## src/rtl/core_pkg.sv

```systemverilog
// core_pkg: shared fetch/decode types and constants
package core_pkg;
  localparam logic [31:0] NOP_INST = 32'hE000_0000;
  typedef logic [63:0] bundle_t;
  typedef struct packed {
    bundle_t     bundle;
    logic [31:0] pc;
  } ibuf_entry_t;
endpackage

```

## src/rtl/inst_buffer.sv

```systemverilog
// inst_buffer: circular bundle queue between fetch and decode, flushed on redirect
module inst_buffer
  import core_pkg::*;
#(
  parameter int DEPTH = 2
) (
  input  logic                       clk,
  input  logic                       rstn,
  input  logic                       flush,
  input  logic                       in_valid,
  input  logic [63:0]                in_bundle,
  input  logic [31:0]                in_pc,
  output logic                       in_ready,
  input  logic                       out_ready,
  output logic                       out_valid,
  output logic [31:0]                out_inst0,
  output logic [31:0]                out_inst1,
  output logic [31:0]                out_pc,
  output logic [$clog2(DEPTH):0]     count
);
  localparam int AW = $clog2(DEPTH);
  localparam int CW = AW + 1;
  ibuf_entry_t   mem [DEPTH];
  logic [AW-1:0] head, tail;
  logic          push, pop;
  assign in_ready  = count < CW'(DEPTH);
  assign out_valid = count != '0;
  assign push      = in_valid && in_ready;
  assign pop       = out_valid && out_ready;
  always_ff @(posedge clk) begin
    if (!rstn || flush) begin
      count <= '0;
      head  <= '0;
      tail  <= '0;
    end else begin
      if (push) begin
        mem[tail] <= '{bundle: in_bundle, pc: in_pc};
        tail      <= tail + 1'b1;
      end
      if (pop) head <= head + 1'b1;
      count <= count + CW'(push) - CW'(pop);
    end
  end
  // stale entries stay in storage; out_valid masks them
  assign out_inst0 = out_valid ? mem[head].bundle[63:32] : NOP_INST;
  assign out_inst1 = out_valid ? mem[head].bundle[31:0]  : NOP_INST;
  assign out_pc    = out_valid ? mem[head].pc            : 32'h0;
endmodule

```

## config.mk

```make
export PLATFORM = sky130hd
export DESIGN_NAME = inst_buffer
export DESIGN_NICKNAME = d
export VERILOG_FILES = /design/src/rtl/core_pkg.sv /design/src/rtl/inst_buffer.sv
export SDC_FILE = /design/constraint.sdc
export NUM_CORES = 1
export LEC_CHECK = 0
export CORE_ASPECT_RATIO = 0.7
export CORE_UTILIZATION = 44
export CTS_BUF_LIST = sky130_fd_sc_hd__clkbuf_4 sky130_fd_sc_hd__clkbuf_8 sky130_fd_sc_hd__clkbuf_16
export DETAILED_ROUTE_END_ITERATION = 10
export PLACE_DENSITY = 0.87
export SYNTH_ARGS = -nofsm -noshare
export SYNTH_HDL_FRONTEND = slang
export SYNTH_SLANG_ARGS = --single-unit
```

## constraint.sdc

```tcl
create_clock -name clk -period 9.43 [get_ports clk]
set_input_delay 1.4145 -clock clk [delete_from_list [all_inputs] [get_ports clk]]
set_output_delay 1.4145 -clock clk [all_outputs]
set_load 0.005 [all_outputs]
```

==> flow_metrics.py <==
metrics = {
    "synth": {
        "ys.flop_type": "edfxtp_1",
        "synth.area.top_cells": "edfxtp_1 (77%), mux2i_1 (13%), nor2_1 (4.7%), dfxtp_1 (1.3%), buf_12 (1.1%)",
        "synthCells": 432,
        "yosys.area.top_type": "edfxtp_1",
        "synth.yosys.seq_area_share_pct": 78.1,
        "yosysWarningCount": 0,
        "synth_top_area_share_pct": 76.7,
        "syn_area_um2": 7510,
        "synth-edff-count": 192,
        "async_reset_ff_share_pct": 0,
        "synth_nets": 535,
        "syn_area_per_cell_um2": 17.4,
        "synth.distinct_cells": 21,
        "ys_ff_latch": 197,
    },
    "place": {
        "routabilityCongestion": 0.763,
        "port_buffers": 200,
        "dpl.hpwl_um": 9720,
        "place_ws_ns": 5.39,
        "post_dp_cell_area_um2": 9670,
    },
    "clocking": {
        "clock_latency_ns": 0.43,
        "cts_buffers": 17,
        "cts_hold_buf": 0,
        "cts_sinks": 197,
        "cts_max_level": 4,
        "postCtsSetupRepairBufs": 0,
        "path_clk_slew_ns": 0.07,
        "cts_resized": 0,
        "cts_tree": "done",
        "ctsLongestPathBuffers": 2,
        "root_buffer": "clkbuf_16",
    },
    "sta": {
        "slew_violations": 0,
        "fin_skew_ns": 0.00899,
        "rsz0062_at_grt": "no",
        "max_freq_ghz": 0.221,
        "finalSetupViolations": 0,
        "finalCriticalPeriod_ns": 4.52,
        "tightest_slew_ns": 0.968,
        "tns_ns": 0,
        "relSlewSlack_pct": 35.5,
        "setup_ws_ns": 4.91,
        "hold_violations": 0,
        "period_share_pct": 48.0,
    },
    "critical_path": {
        "cp_top_family": "buffers and inverters",
        "critPathKind": "reg2out",
        "critPathMaxStageDelay_ns": 0.83,
        "crit_buf_inv": 2,
        "cp_slowest_cell": "buf_4",
        "cp-start-kind": "flip-flop",
        "cp.required_ns": 8.02,
        "path_cells": "buf_4, mux2i_1, nor2_1, clkdlybuf4s50_1",
        "cp-end-kind": "output port",
        "crit_arrival_ns": 3.11,
        "cp_max_fo": 55,
    },
    "global_route": {
        "track_usage_pct": 17.7,
        "grt_pass1_vias": 4334,
        "grt_start_max_net_pins": 92,
        "antenna_found_initial": 0,
        "grt_pass1_wl_um": 23000,
        "grt.overflow.total": 0,
    },
    "hold_path": {
        "hp-class": "reg2reg",
    },
    "cells_and_area": {
        "antenna_cells": 0,
        "area_growth_pct": 36.6,
        "drive_gt1_share_pct": 6.32,
        "design_area_um2": 10300,
        "nets": 739,
        "fin_util_pct": 62.3,
    },
    "routing": {
        "finalWirelength_um": 15100,
        "drtIter0Drc": 353,
        "drtPass1Iterations": 4,
        "drc_errors": 0,
        "drtAntennaViolNets": 0,
        "wire_per_inst_um": 17.3,
        "dr_total_vias": 4206,
        "viasPerCell": 4.81,
    },
    "pwr": {
        "powerDensity_nw_per_um2": 184,
        "p_leak_nw": 3.27,
        "finalPower_mw": 1.89,
        "ir_worst_vdd_mv": 0.104,
    },
    "floorplanning": {
        "num_rows": 39,
        "die_h_um": 111,
        "num_io_pins": 201,
        "die_area_um2": 17600,
        "core_um2": 16500,
        "die_w_um": 158,
        "start_util_pct": 45.6,
    },
    "run": {
        "drv_cap": 0,
    },
    "outcome": {
        "run_status": "complete, no violations",
    },
}
==> cell usage after synthesis, drive strengths merged, types with 2 or more instances <==
| library cell | instances |
|---|---|
| buf | 17 |
| clkbuf | 3 |
| dfxtp | 5 |
| edfxtp | 192 |
| ha | 2 |
| inv | 5 |
| mux2i | 96 |
| nand2 | 6 |
| nor2 | 95 |
| nor2b | 2 |
| xnor2 | 3 |
==> per-layer routing <==
layer  vias to the layer above  routed length, um  share of wire, %  track usage, %
met5                         -                  0                 0               0
met1                      2034               6500                43            23.2
li1                       2002                  -                 -               -
met2                       155               7250                48            28.0
met4                         0                156               1.0            5.77
met3                        15               1200               7.9            5.61
==> path summary, 6_finish.rpt <==
check / startpoint / end / slack, ns / depth (start not counted)
setup / recovery: flip-flop / out_pc[12] / 4.91 / 4
hold / removal: head / head / 0.52 / 2
setup reg to reg: count[1] / mem[1][13] / 7.03 / 3
hold reg to reg: head / head / 0.52 / 2
==> stage by stage <==
stage | std cells | hold slack, ns
floorplan | 432 | 0.472
global placement | 842 | 0.490
detailed placement | 842 | 0.503
CTS | 874 | 0.524
global route | 874 | 0.544
finish | 874 | 0.522
==> logic make-up (layout without fill, tap and decap cells) <==
logic type	after synthesis	in the layout	share of synthesized area, %
flip-flops	197	197	78.1
AND/OR/NAND/NOR	107	107	5.63
multiplexers	96	96	12.8
buffers and inverters	25	242	2.66
XOR/XNOR	4	4	0.466
adder cells (fa/ha/maj)	2	2	0.333
AO/OA/AOI/OAI	1	1	0.0665
==> power by group <==
part	total, mW	switching [mW]	internal, mW	leakage (nW)
Combinational	0.166	0.0681	0.0982	1.18
Sequential	0.987	0.00741	0.980	1.78
Clock	0.732	0.329	0.403	0.296
==> cell type report <==
class | instances | area, um^2
repair buffers | 205 | 2040
clock buffers | 18 | 433
multi-input cells | 210 | 1460
well taps | 225 | 282
inverters | 5 | 18.8
flip-flops and latches | 197 | 5870
clock inverters | 14 | 166
fillers | 1246 | 6230
==> sequential cells by signal, indices dropped and copies added (netlist names), named ones only <==
signal and flops:
count 2, head 1, mem 192, tail 1
==> tightest hold or removal path, cell delays in order, from the launching register on <==
cell and delay (ns):
dfxtp_1 0.33, xor2_1 0.08, nor2_1 0.08
==> placed cells by master (no fill, tap or decap), drive strengths merged <==
cell type / netlist / layout
edfxtp: 192 / 192
and3: 1 / 1
clkinv: 0 / 5
o21ai: 1 / 1
nor2: 95 / 95
ha: 2 / 2
nor3: 1 / 1
clkdlybuf4s50: 0 / 200
nand2: 6 / 6
nand2b: 1 / 1
dfxtp: 5 / 5
mux2i: 96 / 96
and2: 1 / 1
nor2b: 2 / 2
xnor2: 3 / 3
xor2: 1 / 1
clkinvlp: 0 / 1
buf: 17 / 5
clkbuf: 3 / 18
inv: 5 / 11
bufinv: 0 / 2
No activity file was read; power rests on OpenSTA's default activity.
